[config.mk]
export PLATFORM = sky130hd
export DESIGN_NAME = filter_scheduler
export DESIGN_NICKNAME = d
export VERILOG_FILES = /design/src/rtl/filter_pkg.sv /design/src/rtl/window_reg.sv /design/src/rtl/filter_scheduler.sv
export SDC_FILE = /design/constraint.sdc
export NUM_CORES = 2
export LEC_CHECK = 0
export ABC_AREA = 1
export CAP_MARGIN = 20
export CELL_PAD_IN_SITES_DETAIL_PLACEMENT = 1
export CELL_PAD_IN_SITES_GLOBAL_PLACEMENT = 1
export CORE_MARGIN = 5
export CORE_UTILIZATION = 35
export CTS_BUF_LIST = sky130_fd_sc_hd__clkbuf_4 sky130_fd_sc_hd__clkbuf_8
export DETAILED_ROUTE_END_ITERATION = 7
export HOLD_SLACK_MARGIN = 0.05
export PLACE_DENSITY = 0.87
export REMOVE_ABC_BUFFERS = 1
export SETUP_SLACK_MARGIN = 0.4
export SLEW_MARGIN = 20
export SYNTH_ARGS = -nofsm -noshare
export SYNTH_HDL_FRONTEND = slang
export SYNTH_SLANG_ARGS = --single-unit
[constraint.sdc]
create_clock -name clk -period 3.9 [get_ports clk]
set_clock_uncertainty 0.05 [all_clocks]
set_input_delay 0.585 -clock clk [delete_from_list [all_inputs] [get_ports clk]]
set_output_delay 0.585 -clock clk [all_outputs]
set_load 0.1 [all_outputs]
[src/rtl/filter_pkg.sv]
// filter_pkg: shared state encoding, default geometry and window slot indexing
// for the filter scheduler and its window register.
package filter_pkg;
    typedef enum logic [2:0] {IDLE, FILL, SHIFT, REFRESH, WAIT, WRITE, DONE} state_t;
    localparam int KS_DEF    = 9;
    localparam int PIX_W_DEF = 10;
    function automatic int slot_idx(int r, int c, int ks);
        return r * ks + c;
    endfunction
endpackage

[src/rtl/window_reg.sv]
// window_reg: KS x KS pixel window with single-slot load and shift-left-by-one-column,
// flattened row-major onto the datapath bus.
module window_reg
    import filter_pkg::*;
#(
    parameter int KS    = KS_DEF,
    parameter int PIX_W = PIX_W_DEF,
    localparam int IW   = $clog2(KS * KS)
) (
    input  logic                    clk,
    input  logic                    rst_n,
    input  logic                    shift_i,
    input  logic                    ld_en_i,
    input  logic [IW-1:0]           ld_idx_i,
    input  logic [PIX_W-1:0]        ld_data_i,
    output logic [KS*KS*PIX_W-1:0]  data_bus_o
);
    logic [PIX_W-1:0] win_q [KS*KS];

    always_ff @(posedge clk or negedge rst_n) begin
        if (!rst_n) begin
            for (int i = 0; i < KS * KS; i++) win_q[i] <= '0;
        end else if (shift_i) begin
            for (int r = 0; r < KS; r++)
                for (int c = 0; c < KS - 1; c++)
                    win_q[slot_idx(r, c, KS)] <= win_q[slot_idx(r, c + 1, KS)];
        end else if (ld_en_i) begin
            win_q[ld_idx_i] <= ld_data_i;
        end
    end

    for (genvar i = 0; i < KS * KS; i++) begin : g_bus
        assign data_bus_o[i*PIX_W +: PIX_W] = win_q[i];
    end
endmodule

[src/rtl/filter_scheduler.sv]
// filter_scheduler: walks a KS x KS window over the source image, feeds each window
// to the filter datapath and writes every result to the destination RAM.
module filter_scheduler
    import filter_pkg::*;
#(
    parameter int IMG_W  = 64,
    parameter int IMG_H  = 48,
    parameter int KS     = KS_DEF,
    parameter int PIX_W  = PIX_W_DEF,
    parameter int OP_LAT = 2,
    parameter int ADDR_W = 12
) (
    input  logic                    clk,
    input  logic                    rst,
    input  logic                    start,
    output logic                    busy,
    output logic                    done,
    output logic                    src_rd,
    output logic [ADDR_W-1:0]       src_addr,
    input  logic [PIX_W-1:0]        src_data,
    output logic [KS*KS*PIX_W-1:0]  data_bus,
    output logic                    refresh,
    input  logic [PIX_W-1:0]        op_out,
    output logic                    dst_we,
    output logic [ADDR_W-1:0]       dst_addr,
    output logic [PIX_W-1:0]        dst_data
);
    localparam int OW = IMG_W - KS + 1;
    localparam int OH = IMG_H - KS + 1;
    localparam int NW = KS * KS;
    localparam int CW = $clog2(NW + OP_LAT + 2);
    localparam int RW = $clog2(KS + 1);
    localparam int IW = $clog2(NW);

    if (IMG_W * IMG_H > 2 ** ADDR_W || IMG_W < KS || IMG_H < KS || OP_LAT < 1) begin : g_param_chk
        $error("filter_scheduler: image does not fit the address space or geometry is invalid");
    end

    state_t            state_q;
    logic [CW-1:0]     cnt_q;
    logic [RW-1:0]     rd_r_q, rd_c_q, rd_r_d, rd_c_d;
    logic [ADDR_W-1:0] ox_q, oy_q, src_addr_q, dst_addr_q;
    logic              busy_q, done_q, src_rd_q, refresh_q, dst_we_q;
    logic              ld_en, shift_en;
    logic [IW-1:0]     ld_idx;

    function automatic logic [ADDR_W-1:0] src_at(logic [ADDR_W-1:0] x, logic [ADDR_W-1:0] y);
        return y * ADDR_W'(IMG_W) + x;
    endfunction

    // Captures trail their reads by one cycle, so slot cnt-1 is written at cnt.
    always_comb begin
        rd_r_d   = rd_c_q == RW'(KS - 1) ? rd_r_q + 1'b1 : rd_r_q;
        rd_c_d   = rd_c_q == RW'(KS - 1) ? '0 : rd_c_q + 1'b1;
        ld_en    = (state_q == FILL || state_q == SHIFT) && cnt_q != '0;
        shift_en = state_q == SHIFT && cnt_q == '0;
        ld_idx   = state_q == FILL ? IW'(cnt_q - 1'b1)
                                   : IW'(slot_idx(int'(cnt_q) - 1, KS - 1, KS));
    end

    always_ff @(posedge clk or negedge rst) begin
        if (!rst) begin
            state_q    <= IDLE;
            cnt_q      <= '0;
            rd_r_q     <= '0;
            rd_c_q     <= '0;
            ox_q       <= '0;
            oy_q       <= '0;
            busy_q     <= 1'b0;
            done_q     <= 1'b0;
            src_rd_q   <= 1'b0;
            src_addr_q <= '0;
            refresh_q  <= 1'b0;
            dst_we_q   <= 1'b0;
            dst_addr_q <= '0;
        end else begin
            src_rd_q  <= 1'b0;
            refresh_q <= 1'b0;
            dst_we_q  <= 1'b0;
            done_q    <= 1'b0;
            cnt_q     <= cnt_q + 1'b1;
            unique case (state_q)
                IDLE: if (start) begin
                    state_q    <= FILL;
                    cnt_q      <= '0;
                    rd_r_q     <= '0;
                    rd_c_q     <= '0;
                    ox_q       <= '0;
                    oy_q       <= '0;
                    busy_q     <= 1'b1;
                    src_rd_q   <= 1'b1;
                    src_addr_q <= '0;
                end
                FILL: begin
                    if (cnt_q < CW'(NW - 1)) begin
                        src_rd_q   <= 1'b1;
                        rd_r_q     <= rd_r_d;
                        rd_c_q     <= rd_c_d;
                        src_addr_q <= src_at(ox_q + ADDR_W'(rd_c_d), oy_q + ADDR_W'(rd_r_d));
                    end
                    if (cnt_q == CW'(NW)) begin
                        state_q   <= REFRESH;
                        refresh_q <= 1'b1;
                    end
                end
                SHIFT: begin
                    if (cnt_q < CW'(KS - 1)) begin
                        src_rd_q   <= 1'b1;
                        src_addr_q <= src_at(ox_q + ADDR_W'(KS - 1), oy_q + ADDR_W'(cnt_q) + 1'b1);
                    end
                    if (cnt_q == CW'(KS)) begin
                        state_q   <= REFRESH;
                        refresh_q <= 1'b1;
                    end
                end
                REFRESH: begin
                    state_q <= WAIT;
                    cnt_q   <= '0;
                end
                WAIT: if (cnt_q == CW'(OP_LAT - 1)) begin
                    state_q    <= WRITE;
                    dst_we_q   <= 1'b1;
                    dst_addr_q <= oy_q * ADDR_W'(OW) + ox_q;
                end
                WRITE: begin
                    cnt_q <= '0;
                    if (ox_q < ADDR_W'(OW - 1)) begin
                        state_q    <= SHIFT;
                        ox_q       <= ox_q + 1'b1;
                        src_rd_q   <= 1'b1;
                        src_addr_q <= src_at(ox_q + ADDR_W'(KS), oy_q);
                    end else if (oy_q < ADDR_W'(OH - 1)) begin
                        state_q    <= FILL;
                        ox_q       <= '0;
                        oy_q       <= oy_q + 1'b1;
                        rd_r_q     <= '0;
                        rd_c_q     <= '0;
                        src_rd_q   <= 1'b1;
                        src_addr_q <= src_at('0, oy_q + 1'b1);
                    end else begin
                        state_q <= DONE;
                        done_q  <= 1'b1;
                        busy_q  <= 1'b0;
                    end
                end
                DONE:    state_q <= IDLE;
                default: state_q <= IDLE;
            endcase
        end
    end

    window_reg #(.KS(KS), .PIX_W(PIX_W)) u_win (
        .clk        (clk),
        .rst_n      (rst),
        .shift_i    (shift_en),
        .ld_en_i    (ld_en),
        .ld_idx_i   (ld_idx),
        .ld_data_i  (src_data),
        .data_bus_o (data_bus)
    );

    assign busy     = busy_q;
    assign done     = done_q;
    assign src_rd   = src_rd_q;
    assign src_addr = src_addr_q;
    assign refresh  = refresh_q;
    assign dst_we   = dst_we_q;
    assign dst_addr = dst_addr_q;
    assign dst_data = dst_we_q ? op_out : '0;
endmodule

== After elaboration in Yosys (flattened, before gate mapping) ==
Index checks and enable logic that the tools add are counted.
Cells by class
  reduce and logical (&&, ||, !) cells: 20
  bitwise logic cells: 2
  eq/ne operators: 19
  order comparisons: 6
  $mul: 2
  add/subtract/negate cells: 18
  multiplexer cells: 63
Operators with widths (number)
  $bwmux 810: 1
  $mux 810: 1
  $mux 80: 9
  $mux 12: 9
  $demux 10 s7: 1
  $add 12x12->12: 4
  $pmux 12 s2: 2
  $pmux 12 s4: 1
  $mux 4: 7
  $add 12x1->12 const B: 2
  $add 12x4->12 const B: 2
  $lt 12x6->1 const B: 2
  $pmux 4 s3: 2
  $mux 10: 2
  $mux 3: 6
  $pmux 3 s6: 1
  $mux 1: 15
  $mux 7: 2
  $pmux 7 s2: 1
  $add 12x4->12: 1
  $mul 12x3->9 const B: 1
  $reduce_and 4->1: 3
  $ne 2x2->1 const B: 5
  $reduce_and 5->1: 2
  other kinds (37): 48
Word-level totals
  input port bits: 23
  word-level logic and storage cells: 224
  flip-flop bits (word level): 881
  output and inout bits: 849

== Logic depth before layout (Yosys ltp) ==
  word-level depth: 12
  gate-level depth with buffers: 26
  gate-level depth less buffers: 24

== Cells and area by module ==
A second synthesis with hierarchy kept.
Unflattened totals
  cells, all modules: 6518
  area total of the unflattened synthesis: 47773.3 sq um
Modules (own cells, without submodules)
  window_reg: cells an instance 5630, area an instance 41433.5 sq um, times used 1, sequential area each 20269.4 sq um
  filter_scheduler: cells an instance 888, area an instance 6339.8 sq um, times used 1, sequential area each 1776.7 sq um

== Least setup slack after synthesis ==
No wires, ideal clock.
  path type: register -> register
  start: register cnt_q[0]
  end: register u_win.win_q, in the netlist u_win.data_bus_o[776]
  required time: 3.723 ns
  setup time: 0.127 ns
  arrival time: 3.519 ns
  period minus slack after synthesis: 3.696 ns
  cell stages (with the launch flop): 23
  path buffers: 2
  slack: 0.204 ns
  cells stage by stage: dfrtp_1 -> buf_4 -> inv_4 -> ha_1 -> or2_1 -> nand2_1 -> inv_2 -> ha_1 -> ha_1 -> ha_1 -> inv_1 -> nand2_1 -> nand2_1 -> nand2_1 -> nand3_1 -> nand4_4 -> nand2_4 -> buf_4 -> nand4_1 -> nand2_1 -> nand2_2 -> nand2_1 -> nand3_1
On the way
  word-level cells in the longest chain between the ends: 12
  elaborated cells on any way between the ends: 19
  classes of those cells: 3 x add/sub; 1 x mul; 2 x order compare; 6 x mux; 1 x bitwise; 6 x reduce/logical
RTL lines
  start, declared: RTL line filter_scheduler.sv:40  | logic [CW-1:0] cnt_q;
  start signal, assigned: RTL line filter_scheduler.sv:81  | cnt_q <= cnt_q + 1'b1;
  $sub 7x1->8: RTL line filter_scheduler.sv:58  | : IW'(slot_idx(int'(cnt_q) - 1, KS - 1, KS));
  $mul 8x5->7: RTL line filter_pkg.sv:8  | return r * ks + c;
  $add 7x5->7: RTL line filter_pkg.sv:8
  $mux 7: RTL line filter_scheduler.sv:57  | ld_idx = state_q == FILL ? IW'(cnt_q - 1'b1)
  $not 7->8 (not written as such): RTL line window_reg.sv:28  | win_q[ld_idx_i] <= ld_data_i;
  $ge 8x8->1 (not written as such) / $lt 8x1->1 (equally long branches): RTL line window_reg.sv:28
  $logic_and 1x1->1 (not written as such): RTL line window_reg.sv:28
  $mux 10 (not written as such): RTL line window_reg.sv:28
  $demux 10 s7: RTL line window_reg.sv:28
  $bwmux 810: RTL line window_reg.sv:28
  $mux 810: RTL line window_reg.sv:27  | end else if (ld_en_i) begin
  $mux 80: RTL line window_reg.sv:23  | end else if (shift_i) begin
  end signal, assigned by index: RTL line window_reg.sv:26  | win_q[slot_idx(r, c, KS)] <= win_q[slot_idx(r, c + 1, KS)];
  end signal, assigned by index: RTL line window_reg.sv:28
  end, declared: RTL line window_reg.sv:18  | logic [PIX_W-1:0] win_q [KS*KS];
Several ways; a longest one is shown, not always the timed one. The select of a mux whose other input is x is not followed.
A chain may end at the register's enable or synchronous reset.

== Final worst setup path ==
  start: register cnt_q[0]
  end: register u_win.win_q, in the netlist u_win.data_bus_o[399]
The elaborated chain is that of the path after synthesis.

==> qor.csv <==
stage,metric,value,unit
yosys,Yosys top cell area share,49.8,%
layout,final core utilization,49.6,%
floorplan,IO Count,872,
placed_design,port bufs,871,
critical_path,Worst Setup End Kind,register,
placed_design,GPL Wtd Cong,0.916,
routing,Pre-Repair DR Iteration Count,5,
grt,gr usage total,35.5,%
yosys,synthesis warning total,0,
critical_path,worst setup path class,reg -> reg,
sta,Tcrit/Tclk final,93.4,%
sta,fin. max-slew vios,0,
clock_tree,root buffer cell,clkbuf_8,
sta,worst slew pin tran,1.19,ns
floorplan,core region area,0.126,sq mm
clock_tree,Sink Count,881,
yosys,sequential area share after synthesis,49.8,%
sta,RSZ-0062 raised after global routing,true,
grt,vias in the first global route,50652,
layout,"commonest non-fill, non-tap cell in the layout",nand2_1,
floorplan,initial core utilization,35.2,%
sta,relative slew slack,20.1,%
critical_path,"most used cell, CP",ha_4,
critical_path,"Req. time, crit path",4.69,ns
clock_tree,Clock Latency Late Sink,0.98,ns
layout,cell area after layout,0.0624,sq mm
yosys,"flops & latches, synth",881,
yosys,Post-synth EDFFs,0,
layout,# nets final,6867,
routing,total number of vias,49906,
grt,global-route wire length before repair,354000,um
sta,final hold vios,0,
critical_path,"CP delay by family, top",simple AND/OR/NAND/NOR gates,
critical_path,nature of the critical path startpoint,register,
grt,GR Overflow Total,0,
routing,drt via density,5.84,
run_status,status,"finished, final reports clean",
grt,number of antenna violations at the first check in global routing,16,
routing,residual DRC count,0,
yosys,Mean Syn Cell Area,7.73,sq um
clock_tree,Clock transition at path regs,0.06,ns
placed_design,Area after DPL,0.0557,sq mm
yosys,most area-hungry cell type in the Yosys netlist,dfrtp_1,
critical_path,CP Data Arrival Time,4.43,ns
critical_path,critical-path cell list,"inv_4, ha_4, or2_4, nand2_4, inv_2, ha_4, ha_4, ha_4, inv_2, nand2_2, nand3b_1, nand2_2, nand2_4, nand3_4, nand2_8, buf_12, nand4_4, buf_8, buf_4, nor2_4, buf_8, nand3_1, nand3_1",
routing,WL final,253000,um
sta,Final Critical Period,3.64,ns
clock_tree,H-Tree Depth,4,
placed_design,DP HPWL,172000,um
floorplan,Die X,366,um
yosys,Synth Flop Type,dfrtp_1,
layout,"commonest cells after routing, fill and taps aside","2,066 x nand2_1, 879 x dfrtp_1, 806 x clkdlybuf4s50_1",
clock_tree,CTS tree,yes,
floorplan,Die ar.,0.134,sq mm
layout,P&R area growth vs syn,40.9,%
clock_tree,buffer depth of the longest clock path,3,
layout,layout cell share with drive strength beyond 1,15.9,%
critical_path,slowest cell on the critical path,dfrtp_1,
sta,Max Clk Rate,0.274,GHz
yosys,Syn Inst Count,5727,
hold_path,Hold Crit Class,in -> reg,
yosys,library cells used by synthesis,47,
run,max_cap viols,0,
sta,# setup viols final,0,
grt,pin count of the biggest net entering global routing,192,
routing,DR WL/cell,29.6,um
critical_path,max incr delay on CP,0.41,ns
clock_tree,TritonCTS Buffers,160,
routing,Routed Antenna Nets,0,
layout,Fillers,14915,
critical_path,CP bufs+invs,7,
critical_path,critical path peak fanout,10,
floorplan,die height,366,um
yosys,post-synthesis cell area,0.0443,sq mm
floorplan,Site Rows,130,
yosys,ranking of synthesized cells by area,"dfrtp_1 50%, nand2_1 19%, nand3_1 9.0%, nand4_1 4.5%, inv_1 3.5%",
yosys,Post-synth ARST share,100,%
routing,number of DRC markers in iteration 0,5324,
[cells in the mapped netlist, types with 19 or more instances]
cell	n
o21ai_0	233
buf_1	19
xor2_1	20
clkinv_1	20
a22oi_1	31
o21ai_1	57
a21oi_1	41
dfrtp_1	881
nor2_1	78
nand3_1	799
inv_1	415
buf_2	59
clkbuf_1	223
nand4_1	316
nand2_1	2242
inv_2	20
nor2_2	38
ha_1	66
nand2_2	45
[cell families (layout without fill, tap and decap cells)]
family          count (synthesis)  in the layout  synth area share, %
xor+xnor                       35             35                0.692
other cells                     0              8                    0
compound gates                394            396                 4.83
buf+inv                       768           1903                 6.78
fa+ha+maj                      77             77                 2.36
flops                         881            881                 49.8
simple gates                 3572           3594                 35.6
[state kept, by name, summed over array words and instances (netlist names), 3 cells and up]
signal and count:
u_win.data_bus_o 810, dst_addr 12, ox_q 12, oy_q 12, src_addr 12, cnt_q 7, rd_c_q 4, rd_r_q 4
state_q 3
[worst paths after layout]
| path | startpoint | endpoint | slack, ns | depth (start not counted) |
|---|---|---|---|---|
| max | cnt_q[0]$_DFF_PN0_ | u_win.data_bus_o[399]$_DFFE_PN0P_ | 0.26 | 23 |
| min | src_data[7] | u_win.data_bus_o[457]$_DFFE_PN0P_ | 0.14 | 3 |
| max reg2reg | cnt_q[0]$_DFF_PN0_ | u_win.data_bus_o[399]$_DFFE_PN0P_ | 0.26 | 23 |
| min reg2reg | u_win.data_bus_o[181]$_DFFE_PN0P_ | u_win.data_bus_o[181]$_DFFE_PN0P_ | 0.42 | 2 |
| max in group asynchronous | rst | u_win.data_bus_o[784]$_DFFE_PN0P_ | 2.33 | 3 |
| min in group asynchronous | rst | u_win.data_bus_o[394]$_DFFE_PN0P_ | 0.27 | 2 |
[worst register-to-register path, delay by kind of cell, from the launching register on]
family,cells,cell delay (ns)
adders and majority gates,4,0.79
buffers and inverters,7,0.84
DFF,1,0.41
and+or+nand+nor,12,1.48
[what timing repair did]
action	4_1_cts	5_1_grt
buffers inserted	31	37
pin swaps	51	163
resized for setup	163	437
setup endpoints to repair	815	817
hold endpoints to repair	75	0
hold buffers	3	0
gates cloned	8	30
[through the flow]
| stage | setup TNS, ns | setup slack, ns | cells | hold WS [ns] |
|---|---|---|---|---|
| after detailed placement | -3.64 | -0.128 | 8146 | 0.408 |
| after global placement | -0.0234 | -0.0129 | 8146 | 0.403 |
| after CTS | 0 | 0.336 | 8469 | 0.0663 |
| final | 0 | 0.257 | 8544 | 0.144 |
| after floorplan | -9780.86 | -13.36 | 5416 | 0.239 |
| after global routing | 0 | 0.116 | 8540 | 0.118 |
[final cells by class]
type / count / area, sq um / share of cell area (%)
antenna: 8 / 20.0 / 0.0321
clock buffer: 256 / 3200 / 5.13
clock inverter: 25 / 234 / 0.375
inverter: 457 / 1800 / 2.89
multi-input combinational: 4102 / 21400 / 34.3
sequential: 881 / 22000 / 35.3
tap: 1650 / 2060 / 3.31
timing repair buffer: 1163 / 11600 / 18.6
timing repair inverter: 2 / 17.5 / 0.0281
[routing by layer]
metal	track usage [%]	vias to the layer above	routed length (um)
li1	-	20854	-
met1	42.0	25090	92100
met2	55.9	3042	114000
met3	11.7	910	27000
met4	21.8	10	19700
met5	0	-	63
Power is left out: the tool's default activity adds up to more than one toggle a clock period on the data nets, which glitch-free logic cannot reach.
